==> config.mk <==
export PLATFORM = sky130hd
export DESIGN_NAME = pipe_stage_reg
export DESIGN_NICKNAME = d
export VERILOG_FILES = /design/src/rtl/pipe_pkg.sv /design/src/rtl/pipe_perf_cnt.sv /design/src/rtl/pipe_stage_reg.sv
export SDC_FILE = /design/constraint.sdc
export NUM_CORES = 1
export LEC_CHECK = 0
export CORE_MARGIN = 8
export CORE_UTILIZATION = 31
export DETAILED_ROUTE_END_ITERATION = 12
export PLACE_DENSITY = 0.63
export SETUP_SLACK_MARGIN = 0.1
export SLEW_MARGIN = 0
export SYNTH_ARGS = -nofsm -noshare
export SYNTH_HDL_FRONTEND = slang
export SYNTH_SLANG_ARGS = --single-unit
==> constraint.sdc <==
create_clock -name clk -period 1.67 [get_ports clk]
set_clock_uncertainty 0.15 [all_clocks]
set_input_delay 0.2505 -clock clk [delete_from_list [all_inputs] [get_ports clk]]
set_output_delay 0.2505 -clock clk [all_outputs]
set_load 0.01 [all_outputs]
==> src/rtl/pipe_pkg.sv <==
`default_nettype none
// ============================================================================
// Module      : pipe_pkg
// Description : Shared types, default widths and bubble constants for the
//               handshaked pipeline stage registers.
// Revision    : 1.0 - initial release
// ============================================================================
package pipe_pkg;

  localparam int PIPE_DATA_W = 128;
  localparam int PIPE_CTRL_W = 16;
  localparam int PIPE_CNT_W  = 32;

  // Occupancy: EMPTY = no entry, FULL = main only, SKID = main and skid.
  typedef enum logic [1:0] {
    EMPTY = 2'd0,
    FULL  = 2'd1,
    SKID  = 2'd2
  } pipe_state_e;

  typedef struct packed {
    logic [31:0] pc;
    logic [31:0] instr;
  } ifid_data_t;

  typedef struct packed {
    logic [31:0] pc;
    logic [31:0] rs1_val;
    logic [31:0] rs2_val;
    logic [31:0] imm;
  } idex_data_t;

  typedef struct packed {
    logic       reg_write;
    logic       mem_read;
    logic       mem_write;
    logic       mem_to_reg;
    logic       alu_src;
    logic       branch;
    logic       jump;
    logic [3:0] alu_op;
    logic [4:0] rd;
  } idex_ctrl_t;

  typedef struct packed {
    logic       reg_write;
    logic       mem_read;
    logic       mem_write;
    logic       mem_to_reg;
    logic [2:0] mem_size;
    logic [4:0] rd;
    logic [3:0] rsvd;
  } exmem_ctrl_t;

  typedef struct packed {
    logic        reg_write;
    logic        mem_to_reg;
    logic [4:0]  rd;
    logic [8:0]  rsvd;
  } memwb_ctrl_t;

  // All-zero control words leave register file and memory untouched.
  localparam idex_ctrl_t  IDEX_CTRL_BUBBLE  = '0;
  localparam exmem_ctrl_t EXMEM_CTRL_BUBBLE = '0;
  localparam memwb_ctrl_t MEMWB_CTRL_BUBBLE = '0;

endpackage : pipe_pkg
`default_nettype wire

==> src/rtl/pipe_perf_cnt.sv <==
`default_nettype none
// ============================================================================
// Module      : pipe_perf_cnt
// Description : Saturating event counter with enable; clears only on rst.
// Revision    : 1.0 - initial release
// ============================================================================
module pipe_perf_cnt
  import pipe_pkg::*;
#(
  parameter int W = PIPE_CNT_W
) (
  input  logic         clk,
  input  logic         rst,
  input  logic         i_en,
  output logic [W-1:0] o_cnt
);

  logic [W-1:0] r_cnt;

  always_ff @(posedge clk) begin
    if (rst) begin
      r_cnt <= '0;
    end else if (i_en && (r_cnt != '1)) begin
      r_cnt <= r_cnt + 1'b1;
    end
  end

  assign o_cnt = r_cnt;

endmodule : pipe_perf_cnt
`default_nettype wire

==> src/rtl/pipe_stage_reg.sv <==
`default_nettype none
// ============================================================================
// Module      : pipe_stage_reg
// Description : Handshaked pipeline stage register with 2-entry skid buffer,
//               stall, flush and bubble injection. Optional performance
//               counters are built when PIPE_PERF_CNT_EN is defined.
// Revision    : 1.0 - initial release
// ============================================================================
module pipe_stage_reg
  import pipe_pkg::*;
#(
  parameter int                DATA_W      = PIPE_DATA_W,
  parameter int                CTRL_W      = PIPE_CTRL_W,
  parameter logic [CTRL_W-1:0] BUBBLE_CTRL = '0,
  parameter int                CNT_W       = PIPE_CNT_W
) (
  input  logic              clk,
  input  logic              rst,
  input  logic              stall,
  input  logic              flush,
  input  logic              in_valid,
  output logic              in_ready,
  input  logic [DATA_W-1:0] in_data,
  input  logic [CTRL_W-1:0] in_ctrl,
  output logic              out_valid,
  input  logic              out_ready,
  output logic [DATA_W-1:0] out_data,
  output logic [CTRL_W-1:0] out_ctrl,
  output logic [CNT_W-1:0]  stall_cnt,
  output logic [CNT_W-1:0]  flush_cnt
);

  // Valid bits of main and skid are carried by the occupancy state.
  pipe_state_e       r_state;
  logic [DATA_W-1:0] r_main_data;
  logic [CTRL_W-1:0] r_main_ctrl;
  logic [DATA_W-1:0] r_skid_data;
  logic [CTRL_W-1:0] r_skid_ctrl;

  logic w_in_ready;
  logic w_out_valid;
  logic w_accept;
  logic w_emit;

  // in_ready depends only on local state, never on out_ready.
  assign w_in_ready  = (r_state != SKID) && !stall;
  assign w_out_valid = (r_state != EMPTY);
  assign w_accept    = in_valid && w_in_ready;
  assign w_emit      = w_out_valid && out_ready && !stall;

  always_ff @(posedge clk) begin
    if (rst) begin
      r_state     <= EMPTY;
      r_main_data <= '0;
      r_main_ctrl <= '0;
      r_skid_data <= '0;
      r_skid_ctrl <= '0;
    end else if (flush) begin
      r_state <= EMPTY;
    end else if (!stall) begin
      case (r_state)
        EMPTY: begin
          if (w_accept) begin
            r_main_data <= in_data;
            r_main_ctrl <= in_ctrl;
            r_state     <= FULL;
          end
        end
        FULL: begin
          if (w_accept && w_emit) begin
            r_main_data <= in_data;
            r_main_ctrl <= in_ctrl;
          end else if (w_accept) begin
            r_skid_data <= in_data;
            r_skid_ctrl <= in_ctrl;
            r_state     <= SKID;
          end else if (w_emit) begin
            r_state <= EMPTY;
          end
        end
        SKID: begin
          if (w_emit) begin
            r_main_data <= r_skid_data;
            r_main_ctrl <= r_skid_ctrl;
            r_state     <= FULL;
          end
        end
        default: r_state <= EMPTY;
      endcase
    end
  end

  assign in_ready  = w_in_ready;
  assign out_valid = w_out_valid;
  assign out_data  = w_out_valid ? r_main_data : '0;
  assign out_ctrl  = w_out_valid ? r_main_ctrl : BUBBLE_CTRL;

`ifdef PIPE_PERF_CNT_EN
  logic w_stall_cnt_en;
  logic w_flush_cnt_en;

  assign w_stall_cnt_en = stall && !flush && (r_state != EMPTY);
  assign w_flush_cnt_en = flush && (r_state != EMPTY);

  pipe_perf_cnt #(
    .W (CNT_W)
  ) u_stall_cnt (
    .clk   (clk),
    .rst   (rst),
    .i_en  (w_stall_cnt_en),
    .o_cnt (stall_cnt)
  );

  pipe_perf_cnt #(
    .W (CNT_W)
  ) u_flush_cnt (
    .clk   (clk),
    .rst   (rst),
    .i_en  (w_flush_cnt_en),
    .o_cnt (flush_cnt)
  );
`else
  assign stall_cnt = '0;
  assign flush_cnt = '0;
`endif

endmodule : pipe_stage_reg
`default_nettype wire
Yosys cells after proc, flatten, opt, wreduce, memory -nomap -nowiden

Index checks and enable logic that the tools add are counted.

Flip-flop bits (word level): 290
Output and inout bits: 210
Logic and storage cells: 45

Bitwise gates (word level): 3
Equality and inequality tests: 8
Multiplexer cells: 16
Reductions and logical operators: 13

Operators with widths:

| operator             | number |
|---|---|
| $mux W128            | 4 |
| $pmux W128 S3        | 1 |
| $mux W16             | 4 |
| $pmux W16 S3         | 1 |
| $mux W2              | 5 |
| $ne A2 B2 Y1 const B | 5 |
| $reduce_and A5 Y1    | 2 |
| $pmux W2 S3          | 1 |
| $reduce_and A6 Y1    | 1 |
| $logic_and A1 B1 Y1  | 5 |
| $ne A3 B3 Y1 const B | 1 |
| $not A1 Y1           | 3 |
| $reduce_bool A3 Y1   | 1 |
| $eq A2 B1 Y1 const B | 1 |
| $eq A2 B2 Y1 const B | 1 |
| $logic_not A2 Y1     | 1 |
| $reduce_bool A2 Y1   | 1 |
| $reduce_or A2 Y1     | 1 |
| $logic_not A1 Y1     | 1 |

Depth between registers and ports, before layout

Depth in word-level cells: 7
Depth in mapped cells: 7
Depth with buffers taken out: 4

Worst setup path after synthesis

OpenSTA, ideal clock, no wires.

Kind: register to register
Start point: register r_state[1]
End point: register r_main_data[26]
Clock period less this slack: 1.825 ns
Data required time: 1.386 ns
Cell stages (with the launch flop): 8
Arrival: 1.541 ns
Setup time: 0.134 ns
Setup slack: -0.155 ns
Cells stage by stage: dfxtp_1 -> nand2b_2 -> o21ai_2 -> and2_1 -> buf_2 -> buf_2 -> buf_2 -> a211oi_1

Word-level cells in the longest chain between the ends: 6
Elaborated cells on any way between the ends: 16
Classes of those cells: 6 x eq/ne; 1 x mux; 9 x reduce/logical

Ends and longest elaborated chain:

| element                                                   | RTL line                                   | text |
|---|---|---|
| start: declaration                                        | pipe_stage_reg.sv:34                       | `pipe_state_e r_state;` |
| start signal: assignment                                  | pipe_stage_reg.sv:53                       | `r_state <= EMPTY;` |
| start signal: assignment                                  | pipe_stage_reg.sv:59                       | `r_state <= EMPTY;` |
| start signal: assignment                                  | pipe_stage_reg.sv:66                       | `r_state <= FULL;` |
| $ne A2 B2 Y1 / $reduce_bool A2 Y1 (equally long branches) | pipe_stage_reg.sv:46, pipe_stage_reg.sv:47 |  |
| $logic_and A1 B1 Y1, on equally long branches             | pipe_stage_reg.sv:46, pipe_stage_reg.sv:49 |  |
| $logic_and A1 B1 Y1, on equally long branches             | pipe_stage_reg.sv:48, pipe_stage_reg.sv:49 |  |
| $logic_and A1 B1 Y1                                       | pipe_stage_reg.sv:70                       | `if (w_accept && w_emit) begin` |
| $ne A2 B2 Y1 (no line)                                    | n/a                                        |  |
| $reduce_and A6 Y1 (no line)                               | n/a                                        |  |
| end signal: assignment                                    | pipe_stage_reg.sv:64                       | `r_main_data <= in_data;` |
| end signal: assignment                                    | pipe_stage_reg.sv:71                       | `r_main_data <= in_data;` |
| end signal: assignment                                    | pipe_stage_reg.sv:83                       | `r_main_data <= r_skid_data;` |
| end: declaration                                          | pipe_stage_reg.sv:35                       | `logic [DATA_W-1:0] r_main_data;` |

Parallel ways exist; a longest one is shown, timed or not.
A chain may end at the register's enable or synchronous reset.

Worst setup path in the final report

Start point: register r_state[0]
End point: output port out_data[104]

Word-level cells in the longest chain between the ends: 2

Ends and longest elaborated chain:

| element            | RTL line             | text |
|---|---|---|
| $reduce_bool A2 Y1 | pipe_stage_reg.sv:47 | `assign w_out_valid = (r_state != EMPTY);` |
| $mux W128          | pipe_stage_reg.sv:95 | `assign out_data = w_out_valid ? r_main_data : '0;` |
| end: declaration   | pipe_stage_reg.sv:27 | `output logic [DATA_W-1:0] out_data,` |

Every way passes these cells.

==> results.toml <==
[outcome]
outcome = "complete, but fails checks"
violations = "setup timing"

[floorplan]
rows = 75
initial_utilization_pct = 31.3
die_w_um = 221
die_y_um = 221
io_pins = 360
core_area_um2 = 41800
die-area_um2 = 48900

[setup_path]
arrival_ps = 1900
timing.rr.start = "r_state[1]"
cp_top_family = "buffers and inverters"
crit_start = "r_state[0]"
crit_path_cell_trace = "or2_4 -> buf_12 -> buf_6 -> buf_6 -> buf_6 -> and2_4 -> buf_6"
crit_slowest_cell = "dfxtp_4"
worst_setup_path_start_kind = "flop"
worst-path-stages = 7
critPathRequiredTime_ps = 1270
worst_path_most_repeated_cell = "buf_6"
cpPeakStageDelay_ps = 350
reg2reg_slack_ps = -500
cp-end-kind = "output port"
crit_type = "reg -> out"
path_buf_inv = 5
crit_end = "out_data[104]"
path_max_fanout = 5
rr_endpoint = "r_skid_data[86]"
reg2reg_depth = 9

[routing]
drt_iter0_markers = 900
wl_met1_mm = 21.9
wl_met3_mm = 3.89
route.vias.total = 12600
wirelength_mm = 51.9
drt-pass1-iter-count = 7
drc = 0
wl_met2_mm = 24.7
viasPerCell = 5.10
highest_layer = "met5"
wl_per_cell_um = 21.0
ant_nets = 0

[sta]
fin_crit_sh_pct = 138
setup_ws_ps = -633
final_hold_viol_count = 0
fin_crit_ps = 2300
hold_ws_ps = 2.35
rsz0062_at_grt = "true"
fmax_mhz = 434
final-setup-viol-count = 435
tightest_slew_ps = 507
max_slew_margin_pct = 66.2
maxSlewViolCount = 0

[place]
dp.cells = 2300
dpl-instance-area_um2 = 17000
post-place-ws_ps = -846
gp_congestion = 0.762
port_buffers = 295
hpwlAfterDp_mm = 29.1

[logic_synthesis]
netlist.area_leader.share_pct = 44.5
synth_xor_area_share_pct = 0.0671
netlist_instances = 1528
syn_area_um2 = 13100
synth_top_family_by_area = "compound AO/OA/AOI/OAI gates"
synthDistinctLibCells = 25
yosysTopAreaCell = "dfxtp_1"
synth_warnings = 0
synth_fa_ha_area_share_pct = 0
postSynthAreaPerCell_um2 = 8.54
synth-simple-area-share_pct = 16.1
seq_area_frac_synth_pct = 44.5
ys_seq_elements = 290
netlist_top_cells_area = "dfxtp_1, a21oi_1, mux2i_1"
synth_mux_area_share_pct = 11.0
synth-compound-area-share_pct = 19.6

[global_routing]
grt_pass1_vias = 12200
grt_usage_pct = 18.7
grt_max_degree = 52
grt_pass1_wl_mm = 73.5
grt_remaining_overflow = 0
antenna_found_initial = 13

[clock_tree]
cts_tree = "yes"
htreeDepth = 2
clock_sinks = 290
cts_buffers = 34
cts_buffer_depth = 3
clk-insertion-delay-late_ps = 520
root_buffer = "clkbuf_16"
clk_pin_slew_worst_paths_ps = 60

[final_layout]
final_cell_mix = "dfxtp_1, a21oi_1, nand2_1, buf_6, clkdlybuf4s50_1"
n_fill_cell = 3715
area_delta_synth_final_pct = 62.4
fin_area_um2 = 21200
seqCellArea_um2 = 5810
stdcell_count = 2469
drive_above_1_share_pct = 36.2
fin_nets = 2047
final_common_cell = "dfxtp_1"
multi_input_area_um2 = 7690

[run]
maxCapViolations = 0

[power]
vdd_ir_drop_max_mv = 0.626
p_leak_nw = 8.79
p_total_mw = 16.6
cellPowerDensity_nw_per_um2 = 781

[hold_path]
hold_class = "in -> reg"
-- power by group --
group,internal (mW),switching (mW),leakage [nW]
registers,7.11,0.115,2.36
logic,0.956,0.936,5.89
clock network,4.49,2.95,0.540
-- final cells by class --
class                           instances  area share (%)
Multi-Input combinational cell       1096            36.3
Clock inverter                         12           0.679
Clock buffer                           47            4.53
Tap cell                              539            3.18
Antenna cell                           10           0.118
Timing Repair Buffer                  475            27.8
Sequential cell                       290            27.4
-- stage by stage --
step	setup TNS [ps]	util, %
2_1_floorplan	-881	-
3_3_place_gp	-222310	40.7
3_5_place_dp	-227980	40.7
4_1_cts	-168500	46.4
5_1_grt	-185200	50.7
6_report	-160070	50.8
-- worst min path at each step --
stage | start | endpoint | slack (ps) | cells after the start
after floorplan | flush | r_state[1] | 170 | 1
after global placement | r_skid_ctrl[3] | r_skid_ctrl[3] | 290 | 2
after detailed placement | r_skid_data[3] | r_skid_data[3] | 300 | 2
after CTS | rst | r_skid_data[13] | 1 | 2
after global routing | rst | r_skid_data[8] | 20 | 2
final | rst | r_skid_data[13] | 2 | 2
-- cell usage after synthesis, drive strengths merged --
master,number
xor2,1
nand2b,3
a2111oi,1
and2,145
dfxtp,290
a21oi,290
nand2,289
nor2,4
mux2i,144
nor3,2
a211oi,144
nor2b,2
conb,1
nor4,1
buf,119
or4,1
clkbuf,87
nand3b,1
or2,1
o21ai,1
o21bai,1
-- per-layer routing --
metal	vias up	track usage [%]
li1	5904	-
met1	6112	23.2
met2	469	30.5
met3	97	5.77
met4	10	6.41
met5	-	0
-- cell families after synthesis --
family / after synthesis
AND/OR/NAND/NOR: 449
AO/OA/AOI/OAI: 437
flip-flops: 290
buffers and inverters: 206
multiplexers: 144
XOR/XNOR: 1
other: 1
-- sequential cells by signal, summed over array words and instances (netlist names) --
| signal | flops |
|---|---|
| r_skid_data | 128 |
| r_main_data | 128 |
| r_skid_ctrl | 16 |
| r_main_ctrl | 16 |
| r_state | 2 |
-- timing repair --
item,CTS,global route
setup endpoints to repair,435,435
gates resized for setup,588,560
pin swaps,54,167
hold buffers,0,0
buffers inserted,38,22
gates cloned,25,22
endpoints found under the hold margin,0,0
Power figures use the tool's default switching activity.
